File: config.mk
export PLATFORM = sky130hd
export DESIGN_NAME = harmonic_sum_engine
export DESIGN_NICKNAME = d
export VERILOG_FILES = /design/src/rtl/harmonic_sum_pkg.sv /design/src/rtl/harmonic_sum_ctrl.sv /design/src/rtl/harmonic_sum_engine.sv
export SDC_FILE = /design/constraint.sdc
export NUM_CORES = 1
export LEC_CHECK = 0
export ABC_AREA = 1
export ABC_CLOCK_PERIOD_IN_PS = 4600
export BUFFER_PORTS_ARGS = -buffer_cell sky130_fd_sc_hd__clkbuf_2
export CAP_MARGIN = 25
export CORE_MARGIN = 3
export CORE_UTILIZATION = 50
export DETAILED_ROUTE_END_ITERATION = 6
export GPL_TIMING_DRIVEN = 0
export HOLD_SLACK_MARGIN = 0.1
export PLACE_DENSITY = 0.69
export SLEW_MARGIN = 0
export SYNTH_ARGS = -nofsm -noshare
export SYNTH_HDL_FRONTEND = slang
export SYNTH_SLANG_ARGS = --single-unit
File: constraint.sdc
create_clock -name clk -period 4.6 [get_ports clk]
set_clock_uncertainty 0.2 [all_clocks]
set_input_delay 0 -clock clk [delete_from_list [all_inputs] [get_ports clk]]
set_output_delay 0 -clock clk [all_outputs]
set_load 0.02 [all_outputs]
File: src/rtl/harmonic_sum_pkg.sv
// Shared types, widths and the reciprocal ROM for the harmonic-sum engine.
`default_nettype none

package harmonic_sum_pkg;

  localparam int N_W    = 5;
  localparam int SUM_W  = 20;
  localparam int FRAC_W = 16;
  localparam int K_W    = N_W + 1;

  typedef enum logic [1:0] {
    IDLE  = 2'd0,
    LOAD  = 2'd1,
    ACCUM = 2'd2,
    DONE  = 2'd3
  } state_t;

  // floor(65536 / k) in Q1.16; k = 0 and k > 31 never occur.
  function automatic logic [SUM_W-1:0] recip(input logic [K_W-1:0] k);
    logic [FRAC_W:0] r;
    case (k)
      6'd1:    r = 17'h10000;
      6'd2:    r = 17'h08000;
      6'd3:    r = 17'h05555;
      6'd4:    r = 17'h04000;
      6'd5:    r = 17'h03333;
      6'd6:    r = 17'h02AAA;
      6'd7:    r = 17'h02492;
      6'd8:    r = 17'h02000;
      6'd9:    r = 17'h01C71;
      6'd10:   r = 17'h01999;
      6'd11:   r = 17'h01745;
      6'd12:   r = 17'h01555;
      6'd13:   r = 17'h013B1;
      6'd14:   r = 17'h01249;
      6'd15:   r = 17'h01111;
      6'd16:   r = 17'h01000;
      6'd17:   r = 17'h00F0F;
      6'd18:   r = 17'h00E38;
      6'd19:   r = 17'h00D79;
      6'd20:   r = 17'h00CCC;
      6'd21:   r = 17'h00C30;
      6'd22:   r = 17'h00BA2;
      6'd23:   r = 17'h00B21;
      6'd24:   r = 17'h00AAA;
      6'd25:   r = 17'h00A3D;
      6'd26:   r = 17'h009D8;
      6'd27:   r = 17'h0097B;
      6'd28:   r = 17'h00924;
      6'd29:   r = 17'h008D3;
      6'd30:   r = 17'h00888;
      6'd31:   r = 17'h00842;
      default: r = '0;
    endcase
    return {{(SUM_W-FRAC_W-1){1'b0}}, r};
  endfunction

endpackage

`default_nettype wire

File: src/rtl/harmonic_sum_ctrl.sv
// FSM controller: sequences LOAD, ACCUM and DONE with registered control outputs.
`default_nettype none

module harmonic_sum_ctrl
  import harmonic_sum_pkg::*;
(
  input  logic clk,
  input  logic rst,
  input  logic start,
  input  logic k_eq_n,
  input  logic n_is_zero,
  output logic n_en,
  output logic count_en,
  output logic add_en,
  output logic clear_datapath,
  output logic busy,
  output logic done
);

  state_t state_q;

  // Outputs are decoded from the next state so they line up with that state.
  always_ff @(posedge clk) begin
    n_en           <= 1'b0;
    count_en       <= 1'b0;
    add_en         <= 1'b0;
    clear_datapath <= 1'b0;
    busy           <= 1'b0;
    done           <= 1'b0;
    if (rst) begin
      state_q <= IDLE;
    end else begin
      case (state_q)
        IDLE: begin
          if (start) begin
            state_q        <= LOAD;
            n_en           <= 1'b1;
            clear_datapath <= 1'b1;
            busy           <= 1'b1;
          end
        end
        LOAD, ACCUM: begin
          busy <= 1'b1;
          if ((state_q == LOAD) ? n_is_zero : k_eq_n) begin
            state_q <= DONE;
            done    <= 1'b1;
          end else begin
            state_q  <= ACCUM;
            count_en <= 1'b1;
            add_en   <= 1'b1;
          end
        end
        default: state_q <= IDLE;
      endcase
    end
  end

endmodule

`default_nettype wire

File: src/rtl/harmonic_sum_engine.sv
// Harmonic-sum datapath: n register, term counter, reciprocal ROM and Q4.16 accumulator.
`default_nettype none

module harmonic_sum_engine
  import harmonic_sum_pkg::*;
(
  input  logic             clk,
  input  logic             rst,
  input  logic             start,
  input  logic [N_W-1:0]   n,
  output logic [SUM_W-1:0] sum,
  output logic             busy,
  output logic             done
);

  logic [N_W-1:0]   n_reg_q, n_reg_d;
  logic [K_W-1:0]   k_q, k_d;
  logic [SUM_W-1:0] acc_q, acc_d;

  logic n_en, count_en, add_en, clear_datapath;
  logic k_eq_n, n_is_zero;

  // The zero test looks at the live input because LOAD decides before n_reg is written.
  assign n_is_zero = (n == '0);
  assign k_eq_n    = (k_q == {1'b0, n_reg_q});

  harmonic_sum_ctrl u_ctrl (
    .clk            (clk),
    .rst            (rst),
    .start          (start),
    .k_eq_n         (k_eq_n),
    .n_is_zero      (n_is_zero),
    .n_en           (n_en),
    .count_en       (count_en),
    .add_en         (add_en),
    .clear_datapath (clear_datapath),
    .busy           (busy),
    .done           (done)
  );

  always_comb begin
    n_reg_d = n_reg_q;
    k_d     = k_q;
    acc_d   = acc_q;
    if (n_en)
      n_reg_d = n;
    if (clear_datapath) begin
      k_d   = K_W'(1);
      acc_d = '0;
    end else begin
      if (count_en)
        k_d = k_q + K_W'(1);
      if (add_en)
        acc_d = acc_q + recip(k_q);
    end
  end

  always_ff @(posedge clk) begin
    if (rst) begin
      n_reg_q <= '0;
      k_q     <= '0;
      acc_q   <= '0;
    end else begin
      n_reg_q <= n_reg_d;
      k_q     <= k_d;
      acc_q   <= acc_d;
    end
  end

  assign sum = acc_q;

endmodule

`default_nettype wire

# Word level (Yosys, flattened, before mapping)
# Memory sizes are Yosys's and may differ from the RTL's.
# Cells that the tools add are included.
op_classes:
  add_sub_neg: 2
  eq_ne: 4
  muxes: 13
  n_bitwise: 2
  reduce_logical: 7
ops:
  columns: ["operator", "count"]
  rows:
  - ["two-way mux 17 bit", 3]
  - ["adder 20 x 17 -> 20 bit", 1]
  - ["OR reduction 2 bit", 4]
  - ["two-way mux 1 bit", 7]
  - ["adder 6 x 1 -> 6 bit (second input constant)", 1]
  - ["equality test 6 x 5 -> 1 bit", 1]
  - ["logical NOT 5 bit", 1]
  - ["case mux 2 bit (2 select lines)", 1]
  - ["equality test 2 x 1 -> 1 bit (second input constant)", 1]
  - ["equality test 2 bit (second input constant)", 1]
  - ["logical NOT 2 bit", 1]
  - ["two-way mux 2 bit", 1]
  - ["!= test 2 bit (second input constant)", 1]
  - ["NOT 1 bit", 2]
  - ["case mux 1 bit (2 select lines)", 1]
  - ["nonzero test 2 bit", 1]
totals:
  ff_bits: 37
  rom_bits: 544
  output_inout_bits: 22
  memories: 1
mem_list:
  columns: ["memory", "depth", "word_bits", "rd", "rd_ports_with_merged_regs", "wr", "line", "text"]
  rows:
  - ["(no name shown)", 32, 17, 1, 0, 0, "harmonic_sum_pkg.sv:21", "case (k)"]

# Longest topological paths before layout
# Gate-level depths: netlist (run 1).
# An unclocked memory read counts as a cell.
depth:
  word_depth: 5
  ltp_mapped: 24
  mapped_depth_nobuf: 23

# Cells and area by module
# From an unflattened synthesis (run 1), not the netlist that was laid out.
hier_totals:
  cells_unflattened: 543
  area_unflattened_um2: 3263.1
by_module_without_submodules:
  columns: ["mod", "n_inst", "cells_per_inst", "area_per_inst_um2", "seq_area_each_um2"]
  rows:
  - ["harmonic_sum_engine", 1, 509, 2985.4, 620.6]
  - ["harmonic_sum_ctrl", 1, 34, 277.8, 120.1]

# Least setup slack after synthesis (run 1)
# OpenSTA, ideal clock, no wires.
synth_path:
  kind: "reg2reg"
  startpoint: "register k_q[1]"
  endpoint: "register acc_q[12], in the netlist sum[12]"
  setup_time_ns: 0.109
  arrival_time_ns: 2.573
  required_time_ns: 4.291
  slack_ns: 1.718
  stages_incl_launch_ff: 21
  synth_period_minus_slack_ns: 2.882
  cell_sequence: "dfxtp_1 > ha_1 > inv_1 > o211ai_1 > o21ai_0 > nand2_1 > nand3_1 > inv_1 > ha_1 > inv_1 > fa_1 > inv_1 > nand3_1 > nand3_1 > nand2_1 > nand2_2 > nand2_1 > nand3_1 > nand3_1 > nand2_1 > inv_1"
synth_via:
  elab_chain_cells: 5
synth_lines:
  columns: ["item", "line", "text"]
  rows:
  - ["start, declared", "harmonic_sum_engine.sv:17", "logic [K_W-1:0] k_q, k_d;"]
  - ["start signal, assigned", "harmonic_sum_engine.sv:65", "k_q <= k_d;"]
  - ["memory (32 x 17 bit)", null, null]
  - ["two-way mux 17 bit", "harmonic_sum_pkg.sv:21", null]
  - ["two-way mux 17 bit", "harmonic_sum_engine.sv:53", "if (add_en)"]
  - ["two-way mux 17 bit", "harmonic_sum_engine.sv:47", "if (clear_datapath) begin"]
  - ["adder 20 x 17 -> 20 bit", "harmonic_sum_engine.sv:54", "acc_d = acc_q + recip(k_q);"]
  - ["end signal, assigned", "harmonic_sum_engine.sv:62", "acc_q <= '0;"]
  - ["end signal, assigned", "harmonic_sum_engine.sv:66", "acc_q <= acc_d;"]
  - ["end, declared", "harmonic_sum_engine.sv:18", "logic [SUM_W-1:0] acc_q, acc_d;"]
# Every way passes these cells. The select of a mux whose other input is x is not followed.
# A chain may end at the register's enable or synchronous reset.

# Worst setup path in the final report (run 1)
layout_path:
  startpoint: "register k_q[1]"
  endpoint: "register acc_q[14], in the netlist sum[14]"
# Same word-level chain as after synthesis.

==> flow_summary.toml, run 1 <==
[cts]
cts_resized = 0
cts-htree-levels = 2
insertion_delay_ns = 0.30
cts_tree = "done"
root_buffer = "clkbuf_8"
path_clk_slew_ns = 0.09
clock-sinks = 37
clk_path_buf_depth = 2
post_cts_buffers = 0
cts_buffers = 5

[finish]
final_common_cell = "nand2_1"
nNetsFinal = 628
n_antenna_cell = 0
stdcell_count = 668
drive_gt1_frac = 0.146
mostFrequentLayoutCells = "128 x nand2_1, 77 x inv_1, 76 x nor2_1"
n_fill_cell = 649
ff_latch_area_um2 = 741
syn2layout_area_growth_pct = 14.4
multiInputGateArea_um2 = 2250

[floorplanning]
die_w_um = 88.3
design.die.area_um2 = 7800
ios = 30
core-area_um2 = 6460
row_count = 29
start_util = 0.524
die_y_um = 88.3

[pwr]
ir_drop_mv = 0.348
cellLeakagePower_nw = 2.09
finalPower_mw = 1.90
power_density_nw_per_um2 = 490

[yosys]
synth-edff-count = 0
yosys.area_share.simple = 0.369
synth.area.top_cells = "dfxtp_1 22%, nand2_1 14%, ha_1 11%"
ys_ff_latch = 37
synthMuxAreaShare = 0
synthAdderAreaFrac = 0.113
ys_seq_area_frac = 0.219
async_flop_share = 0
synth_area_leader_cell = "dfxtp_1"
synth-xor-area-share = 0.0259
syn_area_um2 = 3390
syn_nets = 579
syn_area_per_cell_um2 = 6.26
synth.distinct_cells = 45
synthCells = 541
synth_ff_type = "dfxtp_1"
yosysWarnings = 0
synth_top_area_share = 0.219
synth_top_family_by_area = "simple AND/OR/NAND/NOR gates"
synth_compound_area_frac = 0.158

[sta]
setup_viol = 0
clock.fmax_ghz = 0.281
relSlewSlack = 0.641
rsz0062_at_grt = "false"
hold_viol = 0
post-route-min-period_ns = 3.56
setup_tns_ns = 0
max_slew.worst_pin.slew_ns = 0.538
post-route-period-util = 0.774
maxSlewViolCount = 0

[detailed_routing]
drt-initial-drc-count = 179
first_pass_iters = 7
num_vias = 3685
wl_mm = 9.86
avgRoutedWirePerCell_um = 14.8
drcViolationCount = 0
antenna_left = 0
via_per_inst = 5.52

[grt]
track_usage = 0.265
met2_usage = 0.436
grt_pass1_vias = 3502
grt_busiest_layer = "met2"
grt_max_degree = 14
grt_antenna_before_repair = 0
gr-total-overflow = 0
met1_usage = 0.340
grt_pass1_wl_mm = 16.2
met3_usage = 0.0438

[placement]
dp.cells = 647
place_hpwl_mm = 7.55
io_buffer_count = 29
place_congestion = 0.952

[critical_path]
startpoint_type = "flop"
worst-path-buf-inv = 5
critPathSlowestCell = "dfxtp_1"
cp.arrival_ns = 3.57
critical_path_class = "flop to flop"
worstPathCellList = "ha_1 -> inv_1 -> o211ai_1 -> o21ai_0 -> nand2_1 -> nand3_1 -> inv_1 -> ha_1 -> inv_1 -> fa_1 -> inv_1 -> nand3_1 -> nand3_1 -> nand2_1 -> nand2_1 -> nand2_1 -> nand3_1 -> nand3_1 -> nand2_1 -> inv_1"
cp-end-kind = "flop"
cp_data_required_time_ns = 4.61
critical-path-max-stage-delay_ns = 0.53
cpLargestDelayFamily = "adder cells"
reg2reg_slack_ns = 1.04
worstPathMaxFanout = 9

[flow_run]
max-cap-violations = 0

[hold_path]
hp-class = "flop to flop"

[status]
status = "complete, no violations"
==> cells by family (layout without fill, tap and decap cells) <==
kind of cell	count (synthesis)	count (layout)
and+or+nand+nor	277	277
buffers and inverters	96	146
AOI/OAI and AO/OA	91	91
DFF	37	37
adders and majority gates	30	30
xor gates and xnor gates	10	10
==> worst register-to-register path: cells and delay by family, from the launching register on <==
family | cells | cell delay (ns)
buf+inv | 5 | 0.43
fa+ha+maj | 3 | 1.00
simple gates | 10 | 0.92
compound gates | 2 | 0.40
flops | 1 | 0.53
==> registers in the layout, summed over array words and instances (netlist names) <==
register / flops
u_ctrl.state_q: 2
u_ctrl.clear_datapath: 1
u_ctrl.done: 1
n_reg_q: 5
u_ctrl.add_en: 1
u_ctrl.busy: 1
sum: 20
k_q: 6
==> metrics by stage <==
step	hold WS, ns	setup WS (ns)	cell area [um2]	utilization
after floorplan	-0.131	1.72	3390	-
after global placement	0.0471	1.05	3630	0.562
after detailed placement	0.0571	1.09	3630	0.562
after CTS	0.277	1.09	3870	0.600
after global routing	0.312	0.753	3870	0.600
final	0.272	1.04	3870	0.600
==> synth_stat cells (2+ instances only) <==
master    number
nand2_2       10
a211oi_1       4
nand2_1      128
nor3_2         2
nor4_1         2
a21oi_1       36
dfxtp_1       37
a21oi_2        3
clkbuf_1       4
a31oi_1        3
and2_4         2
xnor2_1        5
a311oi_1       2
ha_1          29
nor2_4         4
xor2_1         5
nor2_2         4
buf_4          2
buf_6          2
o211ai_1       3
nor3_1         9
buf_2          7
o21ai_1        3
inv_1         77
a32o_1         2
nand3_1       28
nand3_2        5
inv_2          4
o21ai_0       28
nor2_1        76
==> final cells by class <==
cell class | instances | area share
clock buffer | 5 | 0.0178
buffer | 15 | 0.0226
multi-input combinational | 408 | 0.582
timing repair buffer | 42 | 0.0711
sequential | 37 | 0.191
inverter | 81 | 0.0785
tap | 77 | 0.0249
clock inverter | 3 | 0.0120
==> power by group <==
part / internal (mW) / switching (mW)
combinational: 0.380 / 0.722
sequential: 0.415 / 0.0852
clock: 0.162 / 0.134
total: 0.957 / 0.941
==> what timing repair did <==
| item | in CTS | in global routing |
|---|---|---|
| hold buffers | 13 | 0 |
| endpoints found under the setup margin | 0 | 0 |
| endpoints found under the hold margin | 20 | 0 |
==> path summary, 6_finish.rpt <==
check | cells after the start | start | endpoint
max | 20 | k_q[1]$_SDFFE_PP0P_ | sum[14]$_SDFFE_PP0P_
min | 2 | n_reg_q[1]$_SDFFE_PP0P_ | n_reg_q[1]$_SDFFE_PP0P_
max reg2reg | 20 | k_q[1]$_SDFFE_PP0P_ | sum[14]$_SDFFE_PP0P_
min reg2reg | 2 | n_reg_q[1]$_SDFFE_PP0P_ | n_reg_q[1]$_SDFFE_PP0P_
==> metal layers <==
metal | vias to the layer above | part of all wire
li1 | 1841 | -
met1 | 1657 | 0.43
met2 | 153 | 0.46
met3 | 34 | 0.063
met4 | 0 | 0.041
met5 | - | 0
(Power assumes the default switching activity.)
==> run 2: changes to the inputs <==
- ABC_CLOCK_PERIOD_IN_PS: 4600 -> 3600
- clock period: 4.6 -> 3.6 ns (I/O delays scaled with it)
==> flow_summary.toml, run 2 (synthesized netlist as in run 1, its figures left out) <==
[detailed_routing]
antenna_left = 0
num_vias = 3680
avgRoutedWirePerCell_um = 14.8
wl_mm = 9.86
via_per_inst = 5.51
drcViolationCount = 0
first_pass_iters = 5
drt-initial-drc-count = 183

[cts]
root_buffer = "clkbuf_8"
clk_path_buf_depth = 2
cts-htree-levels = 2
cts_tree = "done"
cts_buffers = 5
clock-sinks = 37
path_clk_slew_ns = 0.09
insertion_delay_ns = 0.30

[sta]
hold_viol = 0
clock.fmax_ghz = 0.297
setup_viol = 0
maxSlewViolCount = 0
post-route-period-util = 0.935
relSlewSlack = 0.642
rsz0062_at_grt = "false"
max_slew.worst_pin.slew_ns = 0.537
fin_hold_ws_ns = 0.271
setup_tns_ns = 0
post-route-min-period_ns = 3.37
layout_setup_ws_ns = 0.233

[floorplanning]
ios = 30
die_y_um = 88.3
row_count = 29
design.die.area_um2 = 7800
start_util = 0.524
core-area_um2 = 6460
die_w_um = 88.3

[pwr]
seqPwrFrac = 0.264
p_int_mw = 1.23
power_density_nw_per_um2 = 626
p_clk_frac = 0.157
pwr-share-comb = 0.579
sw_frac_of_total = 0.495
cellLeakagePower_nw = 2.09
p_switching_mw = 1.20
ir_drop_mv = 0.445

[status]
status = "complete, no violations"

[finish]
nNetsFinal = 628
final_util = 0.601
final_common_cell = "nand2_1"
multiInputGateArea_um2 = 2260
stdcell_count = 668
largest_register_ffs = 20
syn2layout_area_growth_pct = 14.6
ff_latch_area_um2 = 744
n_fill_cell = 649
drive_gt1_frac = 0.149
mostFrequentLayoutCells = "128 x nand2_1, 77 x inv_1, 76 x nor2_1"
n_antenna_cell = 0

[placement]
place_hpwl_mm = 7.55
place_congestion = 0.952
dp.cells = 647
io_buffer_count = 29
pre_cts_slack_ns = 0.0933

[hold_path]
hp-class = "flop to flop"

[critical_path]
startpoint_type = "flop"
critical_path_class = "flop to flop"
cpLargestDelayFamily = "simple AND/OR/NAND/NOR gates"
critPathSlowestCell = "fa_1"
cp_data_required_time_ns = 3.61
worst-path-buf-inv = 7
cp-end-kind = "flop"
worstPathCellList = "buf_2 -> inv_2 -> ha_1 -> inv_1 -> nand2_1 -> nor2_1 -> inv_1 -> a21oi_1 -> and3_1 -> inv_1 -> fa_1 -> inv_1 -> nand3_1 -> nand3_1 -> nand2_1 -> nand2_1 -> nand2_1 -> nand3_1 -> nand3_1 -> nand2_1 -> inv_1"
worstPathMaxFanout = 8
critical-path-max-stage-delay_ns = 0.44
cp.arrival_ns = 3.38

[grt]
grt_pass1_wl_mm = 16.2
grt_max_degree = 14
track_usage = 0.265
grt_antenna_before_repair = 0
gr-total-overflow = 0
grt_pass1_vias = 3502

[flow_run]
max-cap-violations = 0
[run 2: cell counts in the layout (fill, tap and decap cells not counted)]
Identical to the previous run, type by type.
[run 2: worst paths after layout]
kind | startpoint | end | slack, ns | cells after the start
max | k_q[0]$_SDFFE_PP0P_ | sum[14]$_SDFFE_PP0P_ | 0.23 | 21
min | n_reg_q[1]$_SDFFE_PP0P_ | n_reg_q[1]$_SDFFE_PP0P_ | 0.27 | 2
max reg2reg | k_q[0]$_SDFFE_PP0P_ | sum[14]$_SDFFE_PP0P_ | 0.23 | 21
min reg2reg | n_reg_q[1]$_SDFFE_PP0P_ | n_reg_q[1]$_SDFFE_PP0P_ | 0.27 | 2
[run 2: stage by stage]
| step | cell area [um2] | total power, mW |
|---|---|---|
| 3_3_place_gp | 3630 | 1.99 |
| 6_report | 3880 | 2.43 |
| 3_5_place_dp | 3630 | 2.00 |
| 4_1_cts | 3870 | 2.42 |
| 2_1_floorplan | 3390 | 1.62 |
| 5_1_grt | 3880 | 2.64 |
[run 2: area by class of cell]
class / count / share of cell area
buffer: 15 / 0.0226
clock buffer: 5 / 0.0177
clock inverter: 3 / 0.0119
inverter: 81 / 0.0784
multi-input combinational: 408 / 0.582
sequential: 37 / 0.192
tap: 77 / 0.0248
timing repair buffer: 42 / 0.0709
[run 2: what timing repair did]
| item | in CTS | in global routing |
|---|---|---|
| setup buffers | 0 | 0 |
| hold buffers | 13 | 0 |
| resized for setup | 0 | 3 |
| setup endpoints to repair | 0 | 6 |
| endpoints found under the hold margin | 20 | 0 |
[run 2: tightest hold or removal path, stage by stage (launching register included)]
cell     delay, ns
dfxtp_1       0.31
inv_1         0.06
a21oi_1       0.06
[run 2: metal layers]
| layer | wire (um) | vias up | GRT usage | share of wire |
|---|---|---|---|---|
| met3 | 703 | 31 | 0.0438 | 0.071 |
| met4 | 391 | 0 | 0.120 | 0.040 |
| li1 | - | 1841 | - | - |
| met2 | 4560 | 163 | 0.436 | 0.46 |
| met5 | 0 | - | 0 | 0 |
| met1 | 4200 | 1645 | 0.340 | 0.43 |
[run 2: power by group through the flow]
| stage | registers (mW) | logic (mW) | clock network, mW |
|---|---|---|---|
| after floorplan | 0.711 | 0.913 | 0 |
| after global placement | 0.643 | 1.35 | 0 |
| after detailed placement | 0.647 | 1.36 | 0 |
| after CTS | 0.638 | 1.39 | 0.393 |
| after global routing | 0.657 | 1.57 | 0.408 |
| final | 0.641 | 1.41 | 0.380 |
